### src/rtl/fighter_pkg.sv
// -----------------------------------------------------------------------------
// fighter_pkg
// Shared definitions for the fighter motion block: FSM state encoding,
// character_state output codes, screen geometry and a horizontal clamp helper.
// -----------------------------------------------------------------------------
package fighter_pkg;

  // Playfield geometry in pixels.
  localparam int SCREEN_W = 96;
  localparam int SCREEN_H = 64;

  // Datapath widths: 7-bit positions cover the 96x64 screen, vertical speed
  // is a signed 6-bit value.
  localparam int POS_W = 7;
  localparam int VY_W  = 6;

  typedef enum logic [1:0] {
    ST_IDLE   = 2'd0,
    ST_WALK   = 2'd1,
    ST_AIR    = 2'd2,
    ST_ATTACK = 2'd3
  } state_e;

  // character_state codes; 2'b10 and 2'b11 are reserved.
  localparam logic [1:0] CS_IDLE  = 2'b00;
  localparam logic [1:0] CS_PUNCH = 2'b01;

  // One horizontal step left or right, held inside [lo, hi].
  function automatic logic [POS_W-1:0] clamp_step(
    input logic [POS_W-1:0] pos,
    input logic             left,
    input int               step,
    input int               lo,
    input int               hi
  );
    int p;
    p = int'(pos);
    if (left) p = p - step;
    else      p = p + step;
    if (p < lo) p = lo;
    if (p > hi) p = hi;
    return POS_W'(p);
  endfunction

endpackage

### src/rtl/btn_edge.sv
// -----------------------------------------------------------------------------
// btn_edge
// Rising-edge detector for a debounced level input. The previous-sample
// register updates on every clock cycle, so rise is a one-cycle pulse in the
// first cycle the input is seen high.
//   clk  : system clock
//   rst  : synchronous, active-high reset (clears the sample register)
//   in   : debounced level input
//   rise : high while in=1 and the previous-cycle sample was 0
// -----------------------------------------------------------------------------
module btn_edge (
  input  logic clk,
  input  logic rst,
  input  logic in,
  output logic rise
);

  logic prev_q;

  // NOTE: sequential state uses non-blocking assignments so every register
  // samples its inputs from before the edge, independent of block order.
  always_ff @(posedge clk) begin
    if (rst) prev_q <= 1'b0;
    else     prev_q <= in;
  end

  assign rise = in & ~prev_q;

endmodule

### src/rtl/fighter_motion.sv
// -----------------------------------------------------------------------------
// fighter_motion
// Frame-rate movement controller for one fighter sprite: walking with wall
// clamping, a ballistic jump, and a fixed-length attack. Every game update
// happens on a clk edge where frame_tick=1; all outputs are registered.
//   clk             : system clock
//   rst             : synchronous, active-high reset (beats frame_tick)
//   frame_tick      : one-cycle pulse marking a game frame
//   btn_left/right  : debounced walk inputs
//   btn_up          : debounced jump input (level)
//   btn_attack      : debounced attack input (rising edge starts an attack)
//   x, y            : sprite centre position in pixels
//   in_air          : sprite is airborne
//   is_moving       : exactly one direction held and motion is allowed
//   mirror          : 1 = sprite faces left
//   character_state : CS_IDLE or CS_PUNCH
// -----------------------------------------------------------------------------
module fighter_motion
  import fighter_pkg::*;
#(
  parameter int START_X       = 24,
  parameter bit START_MIRROR  = 1'b0,
  parameter int X_MIN         = 16,
  parameter int X_MAX         = 80,
  parameter int Y_GROUND      = 32,
  parameter int WALK_STEP     = 1,
  parameter int JUMP_V        = 6,
  parameter int GRAVITY       = 1,
  parameter int ATTACK_FRAMES = 12
) (
  input  logic             clk,
  input  logic             rst,
  input  logic             frame_tick,
  input  logic             btn_left,
  input  logic             btn_right,
  input  logic             btn_up,
  input  logic             btn_attack,
  output logic [POS_W-1:0] x,
  output logic [POS_W-1:0] y,
  output logic             in_air,
  output logic             is_moving,
  output logic             mirror,
  output logic [1:0]       character_state
);

  localparam int CNT_W = (ATTACK_FRAMES > 2) ? $clog2(ATTACK_FRAMES) : 1;

  localparam logic [POS_W-1:0]       X_RST    = POS_W'(START_X);
  localparam logic [POS_W-1:0]       Y_GND    = POS_W'(Y_GROUND);
  localparam logic [POS_W-1:0]       Y_JUMP   = POS_W'(Y_GROUND - JUMP_V);
  localparam logic signed [VY_W-1:0] VY_LAUNCH = VY_W'(GRAVITY - JUMP_V);
  localparam logic signed [VY_W-1:0] VY_GRAV   = VY_W'(GRAVITY);
  localparam logic [CNT_W-1:0]       CNT_LOAD  = CNT_W'(ATTACK_FRAMES - 1);
  localparam logic signed [POS_W+1:0] Y_GND_S  = (POS_W+2)'(Y_GROUND);

  state_e                   state_q, state_d;
  logic [POS_W-1:0]         x_q, x_d;
  logic [POS_W-1:0]         y_q, y_d;
  logic signed [VY_W-1:0]   vy_q, vy_d;
  logic                     in_air_q, in_air_d;
  logic                     is_moving_q, is_moving_d;
  logic                     mirror_q, mirror_d;
  logic [1:0]               cs_q, cs_d;
  logic [CNT_W-1:0]         cnt_q, cnt_d;

  logic                     atk_rise;
  logic                     one_dir;
  logic [POS_W-1:0]         x_walk;
  logic signed [POS_W+1:0]  y_sum;

  btn_edge u_atk_edge (
    .clk  (clk),
    .rst  (rst),
    .in   (btn_attack),
    .rise (atk_rise)
  );

  // Holding both directions cancels out: no motion, no facing change.
  assign one_dir = btn_left ^ btn_right;
  assign x_walk  = clamp_step(x_q, btn_left, WALK_STEP, X_MIN, X_MAX);

  // Airborne height update in a widened signed domain so a negative or
  // past-ground result can be detected before it is clamped.
  assign y_sum = $signed({2'b00, y_q}) + $signed({{3{vy_q[VY_W-1]}}, vy_q});

  // NOTE: every signal written here gets its hold value first, so no path
  // through the block leaves a variable unassigned and no latch is inferred.
  always_comb begin
    state_d     = state_q;
    x_d         = x_q;
    y_d         = y_q;
    vy_d        = vy_q;
    in_air_d    = in_air_q;
    is_moving_d = is_moving_q;
    mirror_d    = mirror_q;
    cs_d        = cs_q;
    cnt_d       = cnt_q;

    if (frame_tick) begin
      unique case (state_q)
        ST_IDLE, ST_WALK: begin
          if (atk_rise) begin
            state_d     = ST_ATTACK;
            cs_d        = CS_PUNCH;
            cnt_d       = CNT_LOAD;
            is_moving_d = 1'b0;
          end else begin
            is_moving_d = one_dir;
            if (btn_up) begin
              state_d  = ST_AIR;
              in_air_d = 1'b1;
              y_d      = Y_JUMP;
              vy_d     = VY_LAUNCH;
            end else if (one_dir) begin
              state_d = ST_WALK;
            end else begin
              state_d = ST_IDLE;
            end
          end
        end

        ST_AIR: begin
          // Attack edges and btn_up are ignored until the sprite lands.
          is_moving_d = one_dir;
          if (y_sum >= Y_GND_S) begin
            state_d  = ST_IDLE;
            y_d      = Y_GND;
            vy_d     = '0;
            in_air_d = 1'b0;
          end else begin
            y_d  = (y_sum < 0) ? '0 : y_sum[POS_W-1:0];
            vy_d = vy_q + VY_GRAV;
          end
        end

        ST_ATTACK: begin
          // Movement, jump and further attack edges are ignored; the exit
          // tick itself is still part of the attack, so nothing moves on it.
          is_moving_d = 1'b0;
          if (cnt_q == '0) begin
            state_d = ST_IDLE;
            cs_d    = CS_IDLE;
          end else begin
            cnt_d = cnt_q - 1'b1;
          end
        end
      endcase

      // is_moving_d is only raised where motion is allowed, so it doubles
      // as the step enable; a clamped step still updates the facing.
      if (is_moving_d) begin
        x_d      = x_walk;
        mirror_d = btn_left;
      end
    end
  end

  always_ff @(posedge clk) begin
    if (rst) begin
      state_q     <= ST_IDLE;
      x_q         <= X_RST;
      y_q         <= Y_GND;
      vy_q        <= '0;
      in_air_q    <= 1'b0;
      is_moving_q <= 1'b0;
      mirror_q    <= START_MIRROR;
      cs_q        <= CS_IDLE;
      cnt_q       <= '0;
    end else begin
      state_q     <= state_d;
      x_q         <= x_d;
      y_q         <= y_d;
      vy_q        <= vy_d;
      in_air_q    <= in_air_d;
      is_moving_q <= is_moving_d;
      mirror_q    <= mirror_d;
      cs_q        <= cs_d;
      cnt_q       <= cnt_d;
    end
  end

  assign x               = x_q;
  assign y               = y_q;
  assign in_air          = in_air_q;
  assign is_moving       = is_moving_q;
  assign mirror          = mirror_q;
  assign character_state = cs_q;

endmodule

### config.mk
export PLATFORM = sky130hd
export DESIGN_NAME = fighter_motion
export DESIGN_NICKNAME = d
export VERILOG_FILES = /design/src/rtl/fighter_pkg.sv /design/src/rtl/btn_edge.sv /design/src/rtl/fighter_motion.sv
export SDC_FILE = /design/constraint.sdc
export NUM_CORES = 1
export LEC_CHECK = 0
export CORE_ASPECT_RATIO = 0.5
export CORE_MARGIN = 5
export CORE_UTILIZATION = 35
export DETAILED_ROUTE_END_ITERATION = 8
export MAX_ROUTING_LAYER = met4
export PLACE_DENSITY = 0.6
export SLEW_MARGIN = 20
export SYNTH_ARGS = -nofsm -noshare
export SYNTH_HDL_FRONTEND = slang
export SYNTH_SLANG_ARGS = --single-unit
### constraint.sdc
create_clock -name clk -period 3.1 [get_ports clk]
set_input_delay 0.93 -clock clk [delete_from_list [all_inputs] [get_ports clk]]
set_output_delay 0.93 -clock clk [all_outputs]
set_load 0.05 [all_outputs]
; ---- Word-level counts from Yosys, hierarchy flattened
; Cells that the tools add are included.
; W data, S select, Z words.
[word_totals]
regBits = 32
elab_cells = 72
in_bits = 7
[classes]
bitwise = 3
reduce_logical = 11
n_eq_ne = 9
add_sub_neg = 5
magnitude_cmp = 4
muxes = 30
[op_table]
columns = cell, count
row1 = $mux W32, 2
row2 = $mux W7, 5
row3 = $gt A32 B8 Y1 const B, 1
row4 = $lt A32 B6 Y1 const B, 1
row5 = $mux W6, 3
row6 = $pmux W7 S2, 1
row7 = $ne A2 B2 Y1 const B, 6
row8 = $pmux W6 S2, 1
row9 = $reduce_and A4 Y1, 3
row10 = $mux W2, 5
row11 = $add A8 B6 Y9, 1
row12 = $ge A9 B7 Y1 const B, 1
row13 = $lt A9 B1 Y1 const B, 1
row14 = $add A7 B1 Y8 const B, 1
row15 = $mux W4, 2
row16 = $pmux W4 S2, 1
row17 = $sub A7 B1 Y8 const B, 1
row18 = $add A6 B2 Y6 const B, 1
row19 = $mux W1, 6
row20 = $pmux W2 S3, 1
row21 = $reduce_and A5 Y1, 1
row22 = $eq A2 B2 Y1 const B, 2
row23 = $logic_not A4 Y1, 1
row24 = $pmux W2 S2, 1
row25 = 12 further kinds, 13

; ---- Depth between registers and ports, before layout
[depth]
ltp_word = 6
mapped_depth = 9
mapped_depth_nobuf = 9

; ---- Hierarchy
; Synthesis repeated with hierarchy kept, for this count alone.
[unflattened]
cells_unflattened = 281
hier_area_um2 = 2244.7
[modules_own_cells]
columns = mod, cells_each, n_inst, area_each_um2
row1 = fighter_motion, 278, 1, 2197.1
row2 = btn_edge, 3, 1, 47.5

; ---- Least setup slack after synthesis
; OpenSTA, ideal clock, no wires.
[synth_timing]
path_kind = register -> register
startpoint = register y_q[1], in the netlist y[1]
endpoint = register y_q[5], in the netlist y[5]
arrival_time_ns = 2.712
synth_period_minus_slack_ns = 2.834
path_buffers = 0
path_stages_with_launch = 9
slack_ns = 0.266
path_cell_list = dfxtp_1 -> ha_1 -> a211oi_1 -> o21bai_1 -> a21o_1 -> a311o_1 -> o221ai_1 -> nand2_1 -> a221o_1
[synth_between]
elab_chain_cells = 5
[synth_lines]
columns = item, line_no
row1 = "start, declared", fighter_motion.sv:58  ; logic [POS_W-1:0] y_q, y_d;
row2 = "start signal, assigned", fighter_motion.sv:172  ; y_q <= y_d;
row3 = $add A8 B6 Y9 *, fighter_motion.sv:84  ; assign y_sum = $signed({2'b00, y_q}) + $signed({{3{vy_q[VY_W-1]}}, vy_q});
row4 = $lt A9 B1 Y1, fighter_motion.sv:131  ; y_d = (y_sum < 0) ? '0 : y_sum[POS_W-1:0];
row5 = $mux W7, fighter_motion.sv:131
row6 = $mux W7 *, fighter_motion.sv:125  ; if (y_sum >= Y_GND_S) begin
row7 = $pmux W7 S2 *, fighter_motion.sv:100  ; unique case (state_q)
; Every way passes the cells marked *; elsewhere a longest branch is shown, timed or not.
; A chain may end at the register's enable or synchronous reset.

; ---- Worst setup path after layout
[layout_timing]
startpoint = input btn_left
endpoint = register x_q[0], in the netlist x[0]
[layout_between]
elab_chain_cells = 5
[layout_lines]
columns = item, line_no
row1 = "start, declared", fighter_motion.sv:34  ; input logic btn_left,
row2 = $mux W32 / $xor A1 B1 Y1 (equally long branches), "fighter_pkg.sv:38, fighter_motion.sv:79"
row3 = $lt A32 B6 Y1 / $mux W1 (equally long branches), "fighter_pkg.sv:40, fighter_motion.sv:102"
row4 = $mux W32 / $pmux W1 S3 (equally long branches), "fighter_pkg.sv:40, fighter_motion.sv:100"
row5 = $gt A32 B8 Y1 / $mux W1 (equally long branches), "fighter_pkg.sv:41, fighter_motion.sv:99"
row6 = $mux W7 / $reduce_and A2 Y1 (equally long branches), n/a
row7 = "end signal, assigned", fighter_motion.sv:161  ; x_q <= X_RST;
row8 = "end signal, assigned", fighter_motion.sv:171  ; x_q <= x_d;
row9 = "end, declared", fighter_motion.sv:57  ; logic [POS_W-1:0] x_q, x_d;
; Several ways; a longest one is shown, not always the timed one. The select of a mux whose other input is x is not followed.

==> metrics <==
run status=finished, final reports clean; CTS Sinks=31; Slew @ Worst Pin=503 ps; fmax=0.342 GHz; DIE AREA=8200 um^2; Clock power frac=40.7%; CTS tree=yes; synthesis warning total=0; drt drc=0; total gr overflow=0; DR iter-0 viols=122; Mapped Avg Cell Area=7.83 um^2; Mapped Nets=307; top_reg_cell synth=dfxtp_1; Max Slew Vio Count=0; Hold Fails Final Rpt=0; htree depth=2; Total GRT Usage=15.5%; DPL Wire Length=4.24 mm; Worst Setup Start Kind=input pin; unrepaired setup endpoints after global routing=no; Vias=2,199; Async S/R FF share, synth=0%; worst setup path category=input pin to flop; layout cells sized above 1=11.7%; Fin Setup TNS=0 ps; combinational share of power=25.4%; core box area=6130 um^2; crit path max fanout=4; Worst-path clk slew=60 ps; Resized Gates After CTS=0; register share of total power=33.9%; Inserted Clock Buffers=5; top cells by count, synth=dfxtp_1 (31), nor2_1 (26), o21ai_0 (21); die width=123 um; Layout Skew=6.02 ps; vias in the first global route=2,094; fin crit period=2920 ps; starting density of the core=36.5%; worst vdd ir=0.000231 V; remaining antenna violation count after routing=0; Sw Pwr=438 uW; non-filler instance count after layout=414; largest net degree at the start of global routing=32; top-count cell post-synth=dfxtp_1; Cell Area, Synth=2240 um^2; Area contributors post-synth=dfxtp_1 (28%), ha_1 (7.3%), o21ai_0 (4.7%); I/O Pins=26; global-route wire length before repair=9.98 mm; CP Capture Type=flop; CTS Buffer Depth=2; Seq/Total Area, Yosys=27.7%; synthesized instance count=286; number of max-cap violations=0; DR vias/cell=5.31; post-synth top area share=27.7%; cts hold-fix bufs=0; Rel. slew slack=66.4%; area leader, netlist=dfxtp_1; final estimated routing congestion in global placement=0.832; # placed instances=406; Register-to-Register Path Depth=9; Setup Fix Bufs, Post-CTS=0; EDFF count, synth=0; aggregate routed wire length=5.89 mm; n_diodes=0; WP data arrival=3140 ps; initial antenna violation count=0; area grow syn2layout=27.8%; switching portion of total power=31.5%; number of synthesized register bits=31; hold path depth=2; critical path required time=3320 ps; worst skew pair latency=280 ps; Tcrit/Tclk final=94.3%; internal power=952 uW; Nets=346; Yosys cell types=60; final setup vio count=0; P_leak=1.08 nW; worst hold-check path type=flop to flop; root buf cell=clkbuf_16; wire length per cell=14.2 um; # port buffers=24; power per cell area=486 nW/um^2; TritonRoute pass-1 iters=4; Die Y=66.6 um; Placement Rows=20
==> path summary, 6_finish.rpt <==
check             slack (ps)                   start                     end
setup / recovery         180                btn_left       x[0]$_SDFFE_PP0P_
hold / removal           470  is_moving$_SDFFE_PP0P_  is_moving$_SDFFE_PP0P_
setup reg to reg         200    vy_q[0]$_SDFFE_PP0P_       y[0]$_SDFFE_PP0P_
hold reg to reg          470  is_moving$_SDFFE_PP0P_  is_moving$_SDFFE_PP0P_
==> kinds of logic after synthesis <==
logic type	after synthesis	share of synthesized area, %
simple gates	113	27.3
compound gates	88	26.4
flops	31	27.7
buf+inv	24	4.30
fa+ha+maj	14	8.16
xor+xnor	14	5.47
other cells	1	0.167
mux	1	0.503
==> state kept, by name, summed over array words and instances, names as in the netlist <==
signal / flops
vy_q: 6
is_moving: 1
in_air: 1
y: 7
cnt_q: 4
state_q: 2
character_state: 1
u_atk_edge.prev_q: 1
x: 7
mirror: 1
==> critical path, cell delays in order <==
cell             delay, ps
clkdlybuf4s50_1        500
or3b_1                 370
or2_0                  220
and3_4                 190
a211o_1                240
a211o_1                340
mux2_2                 280
nor2_2                  70
==> stage by stage <==
step	power [mW]	utilization (%)	hold WS, ps	instance area (um^2)	setup slack, ps
floorplan	0.721	-	461	2240	266
global placement	0.818	43.9	462	2690	-92.2
detailed placement	0.829	43.9	463	2690	-125
CTS	1.40	46.7	473	2860	170
global route	1.47	46.7	509	2860	48.0
finish	1.39	46.7	471	2860	178
==> metal layers <==
metal / global-route usage (%) / routed length (um) / part of all wire (%)
met1: 19.8 / 2930 / 50
met2: 24.9 / 2660 / 45
met3: 3.22 / 212 / 3.6
met4: 4.28 / 84 / 1.4
met5: - / 0 / 0
==> cell usage in the layout, fill, tap and decap left out, types with 3 or more instances in the layout <==
cell             instances
dfxtp_1                 31
nor2_1                  26
clkdlybuf4s50_1         24
o21ai_0                 21
buf_4                   21
nand2_1                 18
nor3_1                  16
a21oi_1                 13
ha_1                    13
inv_1                   11
a211oi_1                11
nand3_1                 10
xnor2_1                  8
nand2b_1                 8
a31oi_1                  6
xor2_1                   6
nor2b_1                  5
a21o_1                   5
o22ai_1                  5
clkbuf_16                5
nand4b_1                 4
nand3b_1                 4
o31ai_1                  4
a211o_1                  3
==> power groups by stage <==
stage,Combinational [mW],Sequential (mW),Clock (mW)
after floorplan,0.209,0.512,0
after global placement,0.341,0.477,0
after detailed placement,0.351,0.478,0
after CTS,0.354,0.470,0.576
after global routing,0.390,0.476,0.600
final,0.354,0.471,0.566
==> final cells by class <==
type,instances,area (um^2)
Timing Repair Buffer,45,398
Clock buffer,5,125
Clock inverter,3,43.8
Multi-Input combinational cell,231,1520
Tap cell,88,110
Fill cell,624,3270
Inverter,11,41.3
Sequential cell,31,621
Note: power is estimated with default switching activity, not from simulation.
